<file path="config.mk">
export PLATFORM = sky130hd
export DESIGN_NAME = pl_ex_rns_mc
export DESIGN_NICKNAME = d
export VERILOG_FILES = /design/src/rtl/pl_rns_pkg.sv /design/src/rtl/rns_modmul_seq.sv /design/src/rtl/pl_ex_rns_mc.sv
export SDC_FILE = /design/constraint.sdc
export NUM_CORES = 1
export LEC_CHECK = 0
export BUFFER_PORTS_ARGS = -buffer_cell sky130_fd_sc_hd__buf_2
export CAP_MARGIN = 15
export CORE_AREA = 2 2 153 170
export CTS_CLUSTER_SIZE = 24
export DETAILED_ROUTE_END_ITERATION = 10
export DIE_AREA = 0 0 155 172
export PLACE_DENSITY = 0.53
export SYNTH_ARGS = -nofsm -noshare
export SYNTH_HDL_FRONTEND = slang
export SYNTH_SLANG_ARGS = --single-unit
</file>
<file path="constraint.sdc">
create_clock -name clk -period 2.95 [get_ports clk]
set_input_delay 0.1475 -clock clk [delete_from_list [all_inputs] [get_ports clk]]
set_output_delay 0.1475 -clock clk [all_outputs]
set_load 0.1 [all_outputs]
</file>
<file path="src/rtl/pl_rns_pkg.sv">
// Shared types and default moduli for the RNS execute stage.
package pl_rns_pkg;

   typedef enum logic [2:0] {
      EX_ADD    = 3'd0,
      EX_SUB    = 3'd1,
      EX_MUL    = 3'd2,
      EX_PASS_A = 3'd3,
      EX_PASS_B = 3'd4
   } ex_op_t;

   typedef enum logic {
      ST_IDLE    = 1'b0,
      ST_MUL_RUN = 1'b1
   } ex_state_t;

   // Domain 0 in the low field (129), domain 1 above it (256).
   localparam logic [17:0] PL_RNS_MODULI_DEF = {9'd256, 9'd129};

endpackage

</file>
<file path="src/rtl/rns_modmul_seq.sv">
// Per-domain MSB-first double-and-add modular multiplier; counter and FSM live in the top.
// Only built when PL_EX_SEQ_MUL_EN is defined.
`ifdef PL_EX_SEQ_MUL_EN
module rns_modmul_seq
#(
   parameter int                 DOM_WID = 8,
   parameter logic [DOM_WID+1:0] MOD     = 10'd129
) (
   input  logic               clk,
   input  logic               reset,
   input  logic               start,
   input  logic [DOM_WID-1:0] a,
   input  logic [DOM_WID-1:0] b,
   input  logic               step,
   output logic [DOM_WID-1:0] r
);
   localparam int IW = DOM_WID + 2;

   logic [DOM_WID-1:0] r_q, r_d, a_q, a_d, b_q, b_d;
   logic [IW-1:0]      dbl, dbl_m, acc, acc_m;

   // r is the value after this cycle's step, so the top can capture the last one directly.
   assign dbl   = {1'b0, r_q, 1'b0};
   assign dbl_m = (dbl >= MOD) ? dbl - MOD : dbl;
   assign acc   = dbl_m + {2'b00, a_q};
   assign acc_m = b_q[DOM_WID-1] ? ((acc >= MOD) ? acc - MOD : acc) : dbl_m;
   assign r     = DOM_WID'(acc_m);

   always_comb begin
      r_d = r_q;
      a_d = a_q;
      b_d = b_q;
      if (start) begin
         r_d = '0;
         a_d = a;
         b_d = b;
      end else if (step) begin
         r_d = r;
         b_d = b_q << 1;
      end
   end

   always_ff @(posedge clk or posedge reset) begin
      if (reset) begin
         r_q <= '0;
         a_q <= '0;
         b_q <= '0;
      end else begin
         r_q <= r_d;
         a_q <= a_d;
         b_q <= b_d;
      end
   end

endmodule
`endif

</file>
<file path="src/rtl/pl_ex_rns_mc.sv">
// Multi-cycle RNS / binary execute stage. PL_EX_SEQ_MUL_EN selects the iterative RNS multiply.
// state      | meaning
// ST_IDLE    | accepting ops, single-cycle results
// ST_MUL_RUN | iterative RNS multiply, one multiplier bit per cycle
module pl_ex_rns_mc
   import pl_rns_pkg::*;
#(
   parameter int                                   NUM_DOMAINS = 2,
   parameter int                                   DOM_WID     = 8,
   parameter logic [NUM_DOMAINS*(DOM_WID+1)-1:0]   MODULI      = PL_RNS_MODULI_DEF,
   parameter int                                   ADDR_WID    = 4
) (
   input  logic                           clk,
   input  logic                           reset,
   input  logic                           in_valid,
   output logic                           in_ready,
   input  logic [2:0]                     op,
   input  logic                           rns_op,
   input  logic [NUM_DOMAINS*DOM_WID-1:0] op_a,
   input  logic [NUM_DOMAINS*DOM_WID-1:0] op_b,
   input  logic [ADDR_WID-1:0]            dest_addr,
   input  logic                           wr_en,
   input  logic                           flush,
   output logic                           out_valid,
   input  logic                           out_ready,
   output logic [NUM_DOMAINS*DOM_WID-1:0] result,
   output logic                           carry,
   output logic [ADDR_WID-1:0]            dest_addr_o,
   output logic                           wr_en_o,
   output logic                           busy
);
   localparam int DW = NUM_DOMAINS * DOM_WID;
   localparam int MW = DOM_WID + 1;
   localparam int IW = DOM_WID + 2;

   ex_op_t              op_e;
   logic                accept, mul_start, mul_step, mul_done, in_idle;
   logic [DW-1:0]       rns_vec, mul_vec, res_calc;
   logic                carry_calc;
   logic [DOM_WID-1:0]  a0, b0, bin_mul;
   logic [MW-1:0]       bin_add, bin_sub;

   logic                out_valid_q, out_valid_d, carry_q, carry_d, wr_en_q, wr_en_d;
   logic [DW-1:0]       result_q, result_d;
   logic [ADDR_WID-1:0] dest_q, dest_d;

   assign op_e = ex_op_t'(op);

   for (genvar i = 0; i < NUM_DOMAINS; i++) begin : g_dom
      localparam logic [IW-1:0] M = IW'(MODULI[i*MW +: MW]);
      logic [DOM_WID-1:0] a_i, b_i, mul_i, rns_i;
      logic [IW-1:0]      sum, dif;

      assign a_i = op_a[i*DOM_WID +: DOM_WID];
      assign b_i = op_b[i*DOM_WID +: DOM_WID];
      assign sum = IW'(a_i) + IW'(b_i);
      assign dif = IW'(a_i) - IW'(b_i) + ((a_i < b_i) ? M : '0);

`ifdef PL_EX_SEQ_MUL_EN
      rns_modmul_seq #(.DOM_WID(DOM_WID), .MOD(M)) u_modmul (
         .clk   (clk),
         .reset (reset),
         .start (mul_start),
         .a     (a_i),
         .b     (b_i),
         .step  (mul_step),
         .r     (mul_i)
      );
`else
      assign mul_i = DOM_WID'(((2*DOM_WID)'(a_i) * (2*DOM_WID)'(b_i)) % (2*DOM_WID)'(M));
`endif

      always_comb begin
         case (op_e)
            EX_ADD:    rns_i = (sum >= M) ? DOM_WID'(sum - M) : DOM_WID'(sum);
            EX_SUB:    rns_i = DOM_WID'(dif);
            EX_MUL:    rns_i = mul_i;
            EX_PASS_A: rns_i = a_i;
            EX_PASS_B: rns_i = b_i;
            default:   rns_i = '0;
         endcase
      end

      assign rns_vec[i*DOM_WID +: DOM_WID] = rns_i;
      assign mul_vec[i*DOM_WID +: DOM_WID] = mul_i;
   end

   assign a0      = op_a[DOM_WID-1:0];
   assign b0      = op_b[DOM_WID-1:0];
   assign bin_add = MW'(a0) + MW'(b0);
   assign bin_sub = MW'(a0) - MW'(b0);
   assign bin_mul = DOM_WID'(a0 * b0);

   always_comb begin
      res_calc   = '0;
      carry_calc = 1'b0;
      if (rns_op) begin
         res_calc = rns_vec;
      end else begin
         case (op_e)
            EX_ADD:    {carry_calc, res_calc[DOM_WID-1:0]} = bin_add;
            EX_SUB:    {carry_calc, res_calc[DOM_WID-1:0]} = bin_sub;
            EX_MUL:    res_calc[DOM_WID-1:0] = bin_mul;
            EX_PASS_A: res_calc[DOM_WID-1:0] = a0;
            EX_PASS_B: res_calc[DOM_WID-1:0] = b0;
            default:   res_calc = '0;
         endcase
      end
   end

`ifdef PL_EX_SEQ_MUL_EN
   localparam int CW = $clog2(DOM_WID + 1);
   ex_state_t      state_q, state_d;
   logic [CW-1:0]  cnt_q, cnt_d;

   assign mul_start = accept && rns_op && (op_e == EX_MUL);
   assign mul_step  = (state_q == ST_MUL_RUN) && !flush;
   assign mul_done  = mul_step && (cnt_q == '0);
   assign in_idle   = (state_q == ST_IDLE);
   assign busy      = (state_q == ST_MUL_RUN);

   always_comb begin
      state_d = state_q;
      cnt_d   = cnt_q;
      if (flush) begin
         state_d = ST_IDLE;
         cnt_d   = '0;
      end else if (state_q == ST_IDLE) begin
         if (mul_start) begin
            state_d = ST_MUL_RUN;
            cnt_d   = CW'(DOM_WID - 1);
         end
      end else if (cnt_q == '0) begin
         state_d = ST_IDLE;
      end else begin
         cnt_d = cnt_q - CW'(1);
      end
   end

   always_ff @(posedge clk or posedge reset) begin
      if (reset) begin
         state_q <= ST_IDLE;
         cnt_q   <= '0;
      end else begin
         state_q <= state_d;
         cnt_q   <= cnt_d;
      end
   end
`else
   assign mul_start = 1'b0;
   assign mul_step  = 1'b0;
   assign mul_done  = 1'b0;
   assign in_idle   = 1'b1;
   assign busy      = 1'b0;
`endif

   // Gated by reset so upstream never sees a ready stage while reset is held.
   assign in_ready = !reset && in_idle && (!out_valid_q || out_ready) && !flush;
   assign accept   = in_valid && in_ready;

   always_comb begin
      out_valid_d = out_valid_q && !out_ready;
      result_d    = result_q;
      carry_d     = carry_q;
      dest_d      = dest_q;
      wr_en_d     = wr_en_q;
      if (accept) begin
         dest_d  = dest_addr;
         wr_en_d = wr_en;
         if (!mul_start) begin
            out_valid_d = 1'b1;
            result_d    = res_calc;
            carry_d     = carry_calc;
         end
      end
      if (mul_done) begin
         out_valid_d = 1'b1;
         result_d    = mul_vec;
         carry_d     = 1'b0;
      end
      if (flush) out_valid_d = 1'b0;
   end

   always_ff @(posedge clk or posedge reset) begin
      if (reset) begin
         out_valid_q <= 1'b0;
         result_q    <= '0;
         carry_q     <= 1'b0;
         dest_q      <= '0;
         wr_en_q     <= 1'b0;
      end else begin
         out_valid_q <= out_valid_d;
         result_q    <= result_d;
         carry_q     <= carry_d;
         dest_q      <= dest_d;
         wr_en_q     <= wr_en_d;
      end
   end

   assign out_valid   = out_valid_q;
   assign result      = result_q;
   assign carry       = carry_q;
   assign dest_addr_o = dest_q;
   assign wr_en_o     = wr_en_q;

endmodule
</file>
==> run_results.csv, run 1 <==
group,metric,value,unit
worst_hold_path,worstHoldPathType,"primary input to flop",
floorplanning,rows,61,
sta,tns,-54.38,ns
synthesis,synthFlopType,"dfrtp_1",
run_status,violations,"setup timing",
synthesis,synth_nets,1275,
sta,skew,0.00165,ns
synthesis,synthTopCellsByCount,"111 x inv_1, 103 x nor2_1, 96 x ha_1",
global_routing,grt_max_degree,25,
worst_hold_path,hold-path-cell-count,2,
cts,htree_levels,1,
setup_path,worstSetupPathType,"primary input to flop",
synthesis,syn-cell-area,8610,µm²
route,drt-total-wl,28200,µm
sta,final-hold-violation-count,0,
final_layout,fill_cells,2322,
route,via_per_inst,5.15,
final_layout,post_route_cells_drive_above_1_share,0.453,
global_routing,antenna_found_initial,1,
synthesis,yosys_warnings,0,
run_status,status,"finished, violations left",
setup_path,cp.required,3.09,ns
worst_hold_path,min_to,"out_valid$_DFF_PP0_",
synthesis,avgSynthCellArea,8.01,µm²
setup_path,crit_path_end_kind,"flop",
synthesis,synthCells,1075,
sta,drv_slew,0,
floorplanning,start_util,0.345,
route,wl_per_cell,15.6,µm
floorplanning,core_area,25000,µm²
sta,fmax,0.103,GHz
cts,cts_tree,"done",
floorplanning,die_x,155,µm
synthesis,synthTopCellsByArea,"ha_1 14%, fa_1 13%, dfrtp_1 6.7%, xnor2_1 5.1%, inv_1 4.8%",
worst_hold_path,hold_start,"flush",
setup_path,timing.rr.end,"result[3]$_DFFE_PP0P_",
cts,worst_skew_pair.late_latency,0.25,ns
global_routing,grt_pass1_wl,47300,µm
synthesis,ys_seq_elements,23,
global_routing,first_global_vias,9705,
synthesis,yosysMostFrequentCell,"inv_1",
synthesis,ys_seq_area_frac,0.0669,
setup_path,crit_fanout,6,
setup_path,slowest_stage,"fa_1",
synthesis,synth.top_cell.area_share,0.140,
placement,place_congestion,0.910,
route,ant_nets,0,
flow_run,drv_cap,0,
setup_path,cp.arrival,9.82,ns
placement,post-dp-hpwl,23800,µm
placement,numPortBuffers,69,
floorplanning,io_pins,71,
sta,worst_pin_slew,0.889,ns
setup_path,reg2regPathDepth,7,
setup_path,rrSetupSlack,1.06,ns
synthesis,synth_edf_count,0,
floorplanning,die_y,172,µm
global_routing,grt_util_all_layers,0.215,
final_layout,area_growth,56.0,%
setup_path,start_kind,"primary input",
setup_path,reg2reg_from,"out_valid$_DFF_PP0_",
sta,period_minus_slack,9.68,ns
synthesis,yosysTopAreaCell,"ha_1",
sta,setup_viol,12,
final_layout,antenna_cells,0,
floorplanning,dieArea,26700,µm²
synthesis,ys_types,99,
route,drc,0,
route,vias,9324,
sta,finalCritPeriodShare,3.28,
cts,clk_pin_slew,0.06,ns
route,drt-initial-drc-count,341,
cts,clockRootBuffer,"clkbuf_16",
final_layout,nets,1698,
global_routing,grt-ovfl-total,0,
sta,slew_headroom,0.407,
sta,worst_slack,-6.73,ns
synthesis,async_flop_share,1.00,
cts,numClockSinks,23,
cts,cts_made_buffers,3,
route,drt_pass1_iterations,4,
cts,cts_buffer_depth,2,
setup_path,critPathMaxStageDelay,0.58,ns
sta,rsz0062_at_grt,"yes",
-- cell families (layout without fill, tap and decap cells) --
kind of cell,Yosys count,in the layout,synth area share
AO/OA/AOI/OAI,287,287,0.258
XOR/XNOR,89,89,0.0941
adder cells (fa/ha/maj),154,154,0.274
buffers and inverters,143,565,0.0654
flip-flops,23,23,0.0669
multiplexers,24,24,0.0294
other,1,1,0.000436
AND/OR/NAND/NOR,354,354,0.212
-- through the flow --
| step | hold slack (ns) | std cells | util | cell area [µm²] | setup WS, ns |
|---|---|---|---|---|---|
| floorplan | 0.149 | 1075 | - | 9020 | -6.66 |
| global placement | 0.360 | 1767 | 0.489 | 12200 | -7.12 |
| CTS | 0.0930 | 1797 | 0.522 | 13000 | -6.67 |
| detailed placement | 0.360 | 1767 | 0.489 | 12200 | -7.22 |
| global route | 0.104 | 1812 | 0.538 | 13400 | -7.23 |
| finish | 0.0925 | 1812 | 0.538 | 13400 | -6.73 |
-- registers in the layout, summed over array words and instances, names as in the netlist --
register,count
result,16
out_valid,1
carry,1
dest_addr_o,4
wr_en_o,1
-- worst max-delay path: cells and delay by family --
kind	cells	cell delay (ns)
buffers and inverters	9	1.04
adders and majority gates	7	2.66
and+or+nand+nor	12	2.13
AOI/OAI and AO/OA	10	2.73
muxes	3	0.61
xor gates and xnor gates	3	0.47
-- layout make-up --
type	instances	area (µm²)	share of cell area
Inverter	111	439	0.0327
Sequential cell	23	576	0.0429
Tap cell	315	394	0.0294
Clock buffer	4	78.8	0.00587
Timing Repair Buffer	450	3380	0.252
Multi-Input combinational cell	909	8550	0.637
-- layer usage --
layer | global-route usage | share of wire | up-vias
li1 | - | - | 4668
met1 | 0.261 | 0.43 | 4454
met2 | 0.415 | 0.52 | 160
met3 | 0.0138 | 0.026 | 40
met4 | 0.0451 | 0.021 | 2
met5 | 0 | 0.00046 | -
-- worst max-delay path by stage --
stage	slack, ns	startpoint	end	cells past startpoint
after floorplan	-6.66	op_a[3]	result[0]$_DFFE_PP0P_	41
after global placement	-7.12	op_a[4]	result[0]$_DFFE_PP0P_	43
after detailed placement	-7.22	op_a[4]	result[0]$_DFFE_PP0P_	43
after CTS	-6.67	op_a[4]	result[1]$_DFFE_PP0P_	44
after global routing	-7.23	op_a[3]	result[0]$_DFFE_PP0P_	44
final	-6.73	op_a[4]	result[0]$_DFFE_PP0P_	44
-- cell usage in the layout (no fill, tap or decap), drive strengths merged, types with 10 or more instances in the layout --
master  count
buf       449
inv       105
nor2      103
ha         96
nand2      87
a21oi      66
fa         58
xnor2      54
and2       50
o21ai      47
xor2       35
nand3      25
dfrtp      23
o211ai     20
nor3       20
a21o       16
mux2i      14
a221oi     13
o31ai      12
a22oi      11
mux2       10
-- what timing repair did --
action,in CTS,in global routing
setup endpoints to repair,12,13
gates resized for setup,110,64
buffers inserted,26,17
pin swaps,75,74
hold buffers,0,0
Power of run 1 is not shown: default switching activity piles up to over one toggle a cycle in this logic, so the estimate is an artifact.
==> run 2, diff against run 1 <==
- PLACE_DENSITY: 0.53 -> unset
==> run 2 against run 1 <==
- the flow still finishes with violations (setup timing)
- critical path depth grew 3
- clock skew grew 0.0097 ns
- die area is the same
- count of clock-buffer cells in the layout down 1
- fmax is 0.66% lower
- largest cell class unchanged
==> run_results.csv, run 2 (synthesis results as in run 1) <==
group,metric,value,unit
route,drt-initial-drc-count,494,
route,ant_nets,0,
final_layout,final_common_cell,"buf_4",
sta,whs,0.0937,ns
sta,period_minus_slack,9.74,ns
global_routing,first_global_vias,9867,
cts,cts_buffer_depth,2,
global_routing,grt_pass1_wl,47200,µm
final_layout,fill_cells,2220,
final_layout,post_route_cells_drive_above_1_share,0.471,
route,drc,0,
global_routing,grt_util_all_layers,0.213,
cts,worst_skew_pair.late_latency,0.26,ns
placement,numPortBuffers,69,
floorplanning,rows,61,
placement,post-dp-hpwl,23300,µm
route,drt-total-wl,29100,µm
floorplanning,die_y,172,µm
sta,fmax,0.103,GHz
run_status,status,"finished, violations left",
final_layout,largest_register_ff_count,16,
setup_path,cp.arrival,9.88,ns
floorplanning,die_x,155,µm
flow_run,drv_cap,0,
sta,skew,0.0114,ns
sta,slew_headroom,0.410,
setup_path,crit_path_end_kind,"flop",
cts,cts_hold_buf,0,
placement,place_congestion,0.890,
setup_path,startpoint,"op_b[6]",
final_layout,layout_common_cells,"379 x buf_4, 87 x inv_1, 82 x nand2_1",
sta,worst_pin_slew,0.878,ns
sta,rsz0062_at_grt,"yes",
worst_hold_path,worstHoldPathType,"primary input to async pin",
route,via_per_inst,5.24,
route,vias,9559,
cts,cts_tree,"done",
sta,drv_slew,0,
route,drt_pass1_iterations,5,
setup_path,reg2reg_from,"out_valid$_DFF_PP0_",
sta,setup_viol,12,
final_layout,multiInputGateArea,8710,µm²
setup_path,slowest_stage,"fa_1",
setup_path,cp.required,3.09,ns
final_layout,regArea,576,µm²
run_status,violations,"setup timing",
cts,cts_made_buffers,3,
final_layout,area_growth,59.0,%
placement,pre_cts_ws,-7.23,ns
global_routing,grt-ovfl-total,0,
cts,clockRootBuffer,"clkbuf_16",
sta,final-hold-violation-count,0,
setup_path,worstSetupPathType,"primary input to flop",
cts,htree_levels,1,
final_layout,final_core_utilization,0.548,
final_layout,antenna_cells,0,
final_layout,nets,1709,
sta,worst_slack,-6.79,ns
cts,numClockSinks,23,
route,wl_per_cell,16.0,µm
sta,finalCritPeriodShare,3.30,
setup_path,crit_fanout,6,
floorplanning,start_util,0.345,
setup_path,start_kind,"primary input",
floorplanning,io_pins,71,
global_routing,grt_max_degree,25,
floorplanning,core_area,25000,µm²
setup_path,critPathMaxStageDelay,0.51,ns
global_routing,antenna_found_initial,0,
setup_path,path_common_cell,"buf_4",
floorplanning,dieArea,26700,µm²
cts,clk_pin_slew,0.07,ns
-- run 2: changes by cell type in the layout (fill, tap and decap cells not counted), moves of 4 or more --
cell | previous run | this run
buf_2 | 57 | 53
buf_4 | 367 | 379
inv_1 | 92 | 87
inv_2 | 13 | 17
nor2_1 | 87 | 80
nor2_2 | 10 | 17
-- run 2: worst max-delay path: cells and delay by family --
family | cells | cell delay (ns)
AND/OR/NAND/NOR | 13 | 2.50
AO/OA/AOI/OAI | 11 | 2.46
adder cells (fa/ha/maj) | 6 | 2.38
buffers and inverters | 12 | 1.60
multiplexers | 3 | 0.48
XOR/XNOR | 2 | 0.28
-- run 2: final timing paths --
check,depth (start not counted),to,slack (ns)
max,47,result[2]$_DFFE_PP0P_,-6.79
min,2,result[14]$_DFFE_PP0P_,0.09
max reg2reg,7,result[3]$_DFFE_PP0P_,0.95
min reg2reg,2,result[13]$_DFFE_PP0P_,0.47
max in group asynchronous,2,out_valid$_DFF_PP0_,2.32
min in group clk,2,out_valid$_DFF_PP0_,0.10
-- run 2: timing repair --
| action | CTS | global route |
|---|---|---|
| pin swaps | 90 | 80 |
| resized for setup | 141 | 71 |
| setup endpoints to repair | 12 | 13 |
| setup buffers | 24 | 24 |
-- run 2: layer usage --
metal | share of wire | track usage | vias up
li1 | - | - | 4697
met3 | 0.031 | 0.0113 | 59
met1 | 0.42 | 0.260 | 4571
met4 | 0.025 | 0.0475 | 0
met5 | 0 | 0 | -
met2 | 0.52 | 0.412 | 232
-- run 2: per-stage QoR --
stage	TNS, ns	cell area (µm²)	instances
after global placement	-59.32	12200	1773
after detailed placement	-60.55	12200	1773
after CTS	-54.11	13200	1800
after global routing	-59.40	13700	1823
after floorplan	-52.21	9020	1075
final	-55.10	13700	1823
-- run 2: cell type report --
| type | instances | share of cell area |
|---|---|---|
| flip-flops and latches | 23 | 0.0421 |
| clock buffers | 3 | 0.00549 |
| clock inverters | 1 | 0.000549 |
| well taps | 315 | 0.0288 |
| repair buffers | 461 | 0.255 |
| inverters | 111 | 0.0325 |
| multi-input cells | 909 | 0.636 |
Power of run 2 is left out for the same reason.
